### src/rtl/tone_pkg.sv
// Shared tone definitions: the 2-bit tone codes used by both the buzzer generator
// and the detector, default period limits for a 50 MHz clock, and the detector FSM encoding.
package tone_pkg;

    localparam logic [1:0] TONE_261 = 2'b00;
    localparam logic [1:0] TONE_329 = 2'b01;
    localparam logic [1:0] TONE_415 = 2'b10;
    localparam logic [1:0] TONE_523 = 2'b11;

    // Period limits in 50 MHz cycles; LIM4 doubles as the silence timeout.
    localparam int LIM0_DEF = 88_000;
    localparam int LIM1_DEF = 108_000;
    localparam int LIM2_DEF = 135_000;
    localparam int LIM3_DEF = 171_000;
    localparam int LIM4_DEF = 210_000;

    typedef enum logic {
        ST_ARM     = 1'b0,
        ST_MEASURE = 1'b1
    } state_t;

endpackage

### src/rtl/sync_edge.sv
// Two-flop synchronizer for an asynchronous input followed by a registered
// rising-edge pulse (one clk cycle wide).
module sync_edge (
    input  logic clk,
    input  logic rst_n,
    input  logic din,
    output logic rise
);

    logic sync_p0;
    logic sync_p1;
    logic edge_p2;

    always_ff @(posedge clk) begin
        if (!rst_n) begin
            sync_p0 <= 1'b0;
            sync_p1 <= 1'b0;
            edge_p2 <= 1'b0;
            rise    <= 1'b0;
        end else begin
            sync_p0 <= din;
            sync_p1 <= sync_p0;
            // edge detection stage
            edge_p2 <= sync_p1;
            rise    <= sync_p1 & ~edge_p2;
        end
    end

endmodule

### src/rtl/tone_detector.sv
// Measures the period of an asynchronous square wave and decodes it to a locked
// 2-bit tone code once MATCH_N consecutive periods fall in the same band.
module tone_detector
    import tone_pkg::*;
#(
    parameter int CLK_HZ  = 50_000_000,
    parameter int CNT_W   = 18,
    parameter int LIM0    = LIM0_DEF,
    parameter int LIM1    = LIM1_DEF,
    parameter int LIM2    = LIM2_DEF,
    parameter int LIM3    = LIM3_DEF,
    parameter int LIM4    = LIM4_DEF,
    parameter int MATCH_N = 3
) (
    input  logic       clk,
    input  logic       rst_n,
    input  logic       tone_in,
    output logic [1:0] tone_code,
    output logic       tone_valid,
    output logic       tone_change
);

    if (CLK_HZ < 1 || MATCH_N < 1 || (1 << CNT_W) <= LIM4) begin : g_param_check
        $error("tone_detector: CNT_W too narrow for LIM4, or bad CLK_HZ/MATCH_N");
    end

    localparam int MCNT_W = $clog2(MATCH_N + 1);

    localparam logic [CNT_W-1:0]  L0      = CNT_W'(LIM0);
    localparam logic [CNT_W-1:0]  L1      = CNT_W'(LIM1);
    localparam logic [CNT_W-1:0]  L2      = CNT_W'(LIM2);
    localparam logic [CNT_W-1:0]  L3      = CNT_W'(LIM3);
    localparam logic [CNT_W-1:0]  L4      = CNT_W'(LIM4);
    localparam logic [CNT_W-1:0]  LAST    = CNT_W'(LIM4 - 1);
    localparam logic [MCNT_W-1:0] MATCH_C = MCNT_W'(MATCH_N);

    // Returns {in_band, code}
    function automatic logic [2:0] classify(input logic [CNT_W-1:0] p);
        if (p >= L0 && p <= L1) return {1'b1, TONE_523};
        if (p >  L1 && p <= L2) return {1'b1, TONE_415};
        if (p >  L2 && p <= L3) return {1'b1, TONE_329};
        if (p >  L3 && p <  L4) return {1'b1, TONE_261};
        return 3'b000;
    endfunction

    function automatic logic [MCNT_W-1:0] sat_inc(input logic [MCNT_W-1:0] v);
        return (v >= MATCH_C) ? MATCH_C : v + 1'b1;
    endfunction

    logic               rise;
    state_t             state;
    logic [CNT_W-1:0]   count;
    logic [1:0]         cand;
    logic [MCNT_W-1:0]  mcnt;

    logic [CNT_W-1:0]   period;
    logic [2:0]         cls;
    logic               in_band;
    logic [1:0]         next_cand;
    logic [MCNT_W-1:0]  next_mcnt;
    logic               load;

    sync_edge u_sync (
        .clk   (clk),
        .rst_n (rst_n),
        .din   (tone_in),
        .rise  (rise)
    );

    // Lock decision for the period that ends on the current rise
    always_comb begin
        period    = count + 1'b1;
        cls       = classify(period);
        in_band   = cls[2];
        next_cand = cand;
        next_mcnt = '0;
        if (in_band) begin
            if (cls[1:0] == cand) begin
                next_mcnt = sat_inc(mcnt);
            end else begin
                next_cand = cls[1:0];
                next_mcnt = MCNT_W'(1);
            end
        end
        load = in_band && (next_mcnt == MATCH_C) && (!tone_valid || next_cand != tone_code);
    end

    always_ff @(posedge clk) begin
        if (!rst_n) begin
            state       <= ST_ARM;
            count       <= '0;
            cand        <= TONE_261;
            mcnt        <= '0;
            tone_code   <= TONE_261;
            tone_valid  <= 1'b0;
            tone_change <= 1'b0;
        end else begin
            tone_change <= 1'b0;
            case (state)
                ST_ARM: begin
                    count <= '0;
                    if (rise) state <= ST_MEASURE;
                end
                ST_MEASURE: begin
                    if (rise) begin
                        count <= '0;
                        cand  <= next_cand;
                        mcnt  <= next_mcnt;
                        if (!in_band) begin
                            tone_valid <= 1'b0;
                        end else if (load) begin
                            tone_code   <= next_cand;
                            tone_valid  <= 1'b1;
                            tone_change <= 1'b1;
                        end
                    end else if (count == LAST) begin
                        // silence: drop the lock and wait for a fresh arming edge
                        count      <= L4;
                        state      <= ST_ARM;
                        tone_valid <= 1'b0;
                        mcnt       <= '0;
                    end else begin
                        count <= count + 1'b1;
                    end
                end
                default: state <= ST_ARM;
            endcase
        end
    end

endmodule

### config.mk
export PLATFORM = sky130hd
export DESIGN_NAME = tone_detector
export DESIGN_NICKNAME = d
export VERILOG_FILES = /design/src/rtl/tone_pkg.sv /design/src/rtl/sync_edge.sv /design/src/rtl/tone_detector.sv
export SDC_FILE = /design/constraint.sdc
export NUM_CORES = 1
export LEC_CHECK = 0
export BUFFER_PORTS_ARGS = -buffer_cell sky130_fd_sc_hd__clkbuf_2
export CORE_MARGIN = 4
export CORE_UTILIZATION = 60
export DETAILED_ROUTE_END_ITERATION = 16
export PLACE_DENSITY = 0.83
export SYNTH_ARGS = -nofsm -noshare
export SYNTH_HDL_FRONTEND = slang
export SYNTH_SLANG_ARGS = --single-unit
export TNS_END_PERCENT = 100
### constraint.sdc
create_clock -name clk -period 4.36 [get_ports clk]
set_input_delay 0.654 -clock clk [delete_from_list [all_inputs] [get_ports clk]]
set_output_delay 0.654 -clock clk [all_outputs]
set_load 0.1 [all_outputs]
==> results.yml, run 1 <==
run_status:
  status: "finished clean"
critical_path:
  required_ps: 4580
  critPathLaunchType: "flip-flop"
  cp.arrival_ps: 3980
  r2r_cells: 11
  reg2reg_setup_slack_ps: 600
  r2r_start: "count[0]"
  critPathMaxFanout: 13
  endpoint_kind: "flip-flop"
  r2r_end: "tone_code[1]"
  crit_type: "flip-flop to flip-flop"
drt:
  viasPerCell: 6.71
  finalWirelength_mm: 5.92
  drc: 0
  vias: 2296
  first_pass_iters: 6
  drt-initial-drc-count: 407
  routedWlPerCell_um: 17.3
  ant_nets: 0
global_routing:
  antenna_found_initial: 0
  track_usage_pct: 24.5
  grt_pass1_wl_mm: 9.67
  grt_pass1_vias: 2007
  grtUsageMet1_pct: 33.9
  grt.met2_usage_pct: 35.8
  grt_start_max_net_pins: 17
  use_met3_pct: 6.81
  grt.busiest_layer: "met2"
  grt_overflow: 0
die:
  core.rowCount: 22
  io_pins: 7
  die-width_um: 69.4
  initial_utilization_pct: 61.7
  core_area_mm2: 0.00366
  die_h_um: 69.4
  die_area_mm2: 0.00481
clocking:
  insertion_delay_ps: 290
  cts_tree: "done"
  cts_setup_buffers: 0
  htreeDepth: 2
  cts_buffer_depth: 2
  cts-root-buf: "clkbuf_8"
  post_cts_resized: 0
  numCtsBuffers: 5
  path_clk_slew_ps: 70
  cts_hold_buf: 0
  cts_num_sinks: 31
pwr:
  powerDensity_mw_per_mm2: 218
  peakVddDrop_mv: 0.222
  total_power_uw: 519
  leakagePower_nw: 0.757
timing:
  hold_viol: 0
  fin_crit_sh_pct: 86.3
  worst_slew_pin_slew_ps: 638
  skew_ps: 8.96
  rsz0062_at_grt: "no"
  tns_ps: 0
  slew_violations: 0
  period_needed_ps: 3760
  slew_headroom_pct: 57.1
  setup_viol: 0
  holdWs_ps: 405
  fmax_mhz: 266
synthesis:
  avgSynthCellArea_um2: 7.71
  async_reset_ff_share_pct: 0
  synth.area.top_cells: "dfxtp_1, xnor2_1, nor2_1"
  synthCells: 293
  syn-cell-area_mm2: 0.00226
  synth_top_area_share_pct: 27.5
  synth_flop_cell: "dfxtp_1"
  synth.distinct_cells: 65
  synth-seq-area-share_pct: 27.5
  yosys_register_bits: 31
  synth_top_area_cell: "dfxtp_1"
  yosys_warnings: 0
  synth_edf_count: 0
  synth.net_count: 298
placement:
  gp_congestion: 0.928
  dp_hpwl_mm: 4.23
  portBuffers: 6
worst_hold_path:
  hold_start: "u_sync.edge_p2"
  hold_end: "u_sync.rise"
  min_path_type: "flip-flop to flip-flop"
  holdPathStages: 1
final_layout:
  final_layout_size_suffix_gt1_share_pct: 12.6
  nets: 298
  area_growth_pct: 5.15
  n_antenna_cell: 0
job:
  max_cap_viol_count: 0
routing by layer:
metal  part of all wire [%]  up-vias
met5                      0        -
met4                    2.5        0
met3                     10       20
met2                     45      148
met1                     42     1042
li1                       -     1086
Yosys cell counts (2+ instances only):
cell and number:
nand2b_1 2, nand3_1 17, nand4bb_1 2, ha_1 2
o31ai_1 3, or2_2 7, and4_1 2, xor2_1 5
a21oi_1 13, and2_1 6, nor3_1 13, inv_1 12
a211o_1 2, nand4b_1 4, nor2_1 30, buf_2 5
o21ai_0 6, o22ai_1 3, o221ai_1 2, or3_1 3
o32ai_1 2, a311oi_1 2, nand4_1 5, nor4_1 9
a211oi_1 5, a31o_2 3, nor2b_1 6, buf_6 2
a31oi_1 4, dfxtp_1 31, or4_4 2, clkbuf_1 8
a21o_1 3, xnor2_1 15, nand4_2 2, and3_1 5
nand2_1 22
state kept, by name (all words and copies together), names as in the netlist:
register,count
u_sync.sync_p0,1
tone_code,2
cand,2
u_sync.sync_p1,1
count,18
u_sync.edge_p2,1
tone_change,1
u_sync.rise,1
mcnt,2
state,1
tone_valid,1
cell type report:
type | instances | area (µm²)
Multi-Input combinational cell | 234 | 1510
Clock inverter | 2 | 12.5
Timing Repair Buffer | 9 | 52.6
Sequential cell | 31 | 621
Clock buffer | 6 | 72.6
Inverter | 12 | 45.0
Fill cell | 311 | 1280
Tap cell | 48 | 60.1
worst max-delay path, stage by stage, from the launching register on:
cell	delay [ps]
dfxtp_1	500
ha_1	500
nand3_1	400
nor3_2	320
xnor2_1	220
nand4bb_1	240
a311o_1	380
and2_4	200
or4_4	500
nor3_4	190
nand2_1	80
a21oi_1	150
logic make-up (layout without fill, tap and decap cells):
family                   after synthesis  in the layout  share of synthesized area [%]
buffers and inverters                 28             29                           5.59
AND/OR/NAND/NOR                      146            146                           36.4
XOR/XNOR                              21             21                           8.47
adder cells (fa/ha/maj)                2              2                           1.11
AO/OA/AOI/OAI                         65             65                           21.0
flip-flops                            31             31                           27.5
cells in the final DEF, fill, tap and decap left out, types with 7 or more instances in the layout:
cell type and n:
dfxtp_1 31, nor2_1 30, nand2_1 22, nand3_1 17, xnor2_1 15, nor3_1 13
a21oi_1 13, inv_1 12, nor4_1 9, or2_2 7
metrics by stage:
stage	area [µm²]	setup WS [ps]	std cells	util, %
6_report	2380	598	342	64.9
5_1_grt	2380	255	342	64.9
4_1_cts	2380	625	342	64.9
3_5_place_dp	2290	678	334	62.6
3_3_place_gp	2290	855	334	62.6
2_1_floorplan	2260	1240	293	-
worst max-delay path by stage:
| stage | start | end | slack, ps |
|---|---|---|---|
| floorplan | count[1] | tone_code[0] | 1240 |
| global placement | count[1] | mcnt[1] | 860 |
| detailed placement | count[0] | tone_code[1] | 680 |
| CTS | count[0] | tone_code[1] | 630 |
| global route | count[0] | mcnt[1] | 260 |
| finish | count[0] | tone_code[1] | 600 |
report_power, final:
part	internal (mW)	switching [mW]	leakage [nW]
Combinational	0.00228	0.00477	0.465
Sequential	0.285	0.00125	0.250
Clock	0.111	0.114	0.0412
Total	0.399	0.120	0.757
Note: power is estimated with default switching activity, not from simulation.
==> inputs of run 2 (changes only) <==
--- a/config.mk
+++ b/config.mk
@@ -5,11 +5,11 @@
 export SDC_FILE = /design/constraint.sdc
 export NUM_CORES = 1
 export LEC_CHECK = 0
-export BUFFER_PORTS_ARGS = -buffer_cell sky130_fd_sc_hd__clkbuf_2
 export CORE_MARGIN = 4
 export CORE_UTILIZATION = 60
 export DETAILED_ROUTE_END_ITERATION = 16
-export PLACE_DENSITY = 0.83
+export DONT_BUFFER_PORTS = 1
+export PLACE_DENSITY = 0.82
 export SYNTH_ARGS = -nofsm -noshare
 export SYNTH_HDL_FRONTEND = slang
 export SYNTH_SLANG_ARGS = --single-unit
==> run 2 against run 1 <==
Effect of this change:
- first-iteration DRC count decreased by 9.1%
- via count shrank 3.0%
- register-to-register slack improved by 20 ps
- clock-buffer cell count shrank 1
- non-clock buffer count is 7 lower
- fmax grew 0.55%
- final area decreased by 1.4%
- clock skew barely moved
- wire length fell by 5.8%
==> results.yml, run 2 (synthesis gave the netlist of run 1 again) <==
final_layout:
  final_layout_size_suffix_gt1_share_pct: 10.8
  nets: 291
  n_antenna_cell: 0
  top_register: "count"
  fill_cells: 311
  area_growth_pct: 3.65
  fin_cells: 335
  final_common_cell: "dfxtp_1"
  largest_reg_flops: 18
  mostFrequentLayoutCells: "dfxtp_1, nor2_1, nand2_1"
drt:
  finalWirelength_mm: 5.58
  first_pass_iters: 5
  drt-initial-drc-count: 370
  viasPerCell: 6.64
  routedWlPerCell_um: 16.7
  drc: 0
  vias: 2226
  ant_nets: 0
global_routing:
  grt_pass1_vias: 1954
  track_usage_pct: 23.5
  antenna_found_initial: 0
  grt_overflow: 0
  grt_start_max_net_pins: 17
  grt_pass1_wl_mm: 9.26
clocking:
  htreeDepth: 2
  cts_hold_buf: 0
  cts_setup_buffers: 0
  numCtsBuffers: 5
  cts_tree: "done"
  cts_buffer_depth: 2
  cts_num_sinks: 31
  cts-root-buf: "clkbuf_8"
  post_cts_resized: 0
  path_clk_slew_ps: 70
  insertion_delay_ps: 300
timing:
  skew_ps: 9.09
  hold_viol: 0
  fin_crit_sh_pct: 85.8
  period_needed_ps: 3740
  tns_ps: 0
  setup_viol: 0
  fmax_mhz: 267
  slew_violations: 0
  slew_headroom_pct: 31.6
  rsz0062_at_grt: "no"
  worst_slew_pin_slew_ps: 1030
critical_path:
  crit_type: "flip-flop to flip-flop"
  r2r_start: "count[1]"
  endpoint_kind: "flip-flop"
  critPathMaxFanout: 13
  critPathLaunchType: "flip-flop"
  required_ps: 4580
  cp.arrival_ps: 3960
  startpoint: "count[1]"
worst_hold_path:
  hold_start: "u_sync.edge_p2"
  min_path_type: "flip-flop to flip-flop"
job:
  max_cap_viol_count: 0
placement:
  portBuffers: 0
  dp_hpwl_mm: 4.02
  dp_cells: 327
  gp_congestion: 0.953
die:
  core_area_mm2: 0.00366
  initial_utilization_pct: 61.7
  core.rowCount: 22
  die-width_um: 69.4
  io_pins: 7
  die_area_mm2: 0.00481
  die_h_um: 69.4
run_status:
  status: "finished clean"
pwr:
  peakVddDrop_mv: 0.216
  total_power_uw: 523
  leakagePower_nw: 0.723
  powerDensity_mw_per_mm2: 223
==> run 2: cell types whose count changed in the layout (fill, tap and decap cells not counted) <==
| cell | change |
|---|---|
| clkbuf_2 | -6 |
| buf_4 | -1 |
| clkbuf_1 | -1 |
| clkinvlp_4 | +1 |
==> run 2: area by class of cell <==
class | count | area (µm²) | area share, %
Multi-Input combinational cell | 234 | 1510 | 64.6
Sequential cell | 31 | 621 | 26.5
Clock buffer | 5 | 68.8 | 2.94
Tap cell | 48 | 60.1 | 2.56
Inverter | 12 | 45.0 | 1.92
Clock inverter | 3 | 20.0 | 0.855
Timing Repair Buffer | 2 | 15.0 | 0.641
==> run 2: per-layer routing <==
layer	global-route usage (%)	routed length, µm	part of all wire (%)
met1	33.3	2480	44
met2	33.1	2380	43
met3	5.51	527	9.4
met4	11.7	195	3.5
met5	0	0	0
==> run 2: power by group <==
part / internal, mW / total [mW] / switching [mW]
sequential: 0.285 / 0.286 / 0.00136
clock: 0.111 / 0.232 / 0.121
combinational: 0.00168 / 0.00518 / 0.00350
total: 0.398 / 0.523 / 0.126
==> run 2: critical path: stages (launching register included) <==
cell     delay, ps
dfxtp_1        500
ha_1           490
nand3_1        390
nor3_2         300
xnor2_1        290
nand2_1        170
a311o_1        430
and2_4         200
or4_4          500
nor3_4         170
nor2_1          60
nor3_1         150
==> run 2: metrics by stage <==
step / cell area [µm²] / worst slack, ps / util [%] / hold slack [ps]
CTS: 2340 / 696 / 64.0 / 397
floorplan: 2260 / 1240 / - / 367
global route: 2340 / 343 / 64.0 / 424
detailed placement: 2250 / 723 / 61.6 / 378
finish: 2340 / 619 / 64.0 / 396
global placement: 2250 / 842 / 61.6 / 373
==> run 2: final timing paths <==
path | end | slack, ps | cells after the start
setup / recovery | tone_code[0] | 620 | 11
hold / removal | u_sync.rise | 400 | 1
hold reg to reg | u_sync.rise | 400 | 1
setup reg to reg | tone_code[0] | 620 | 11
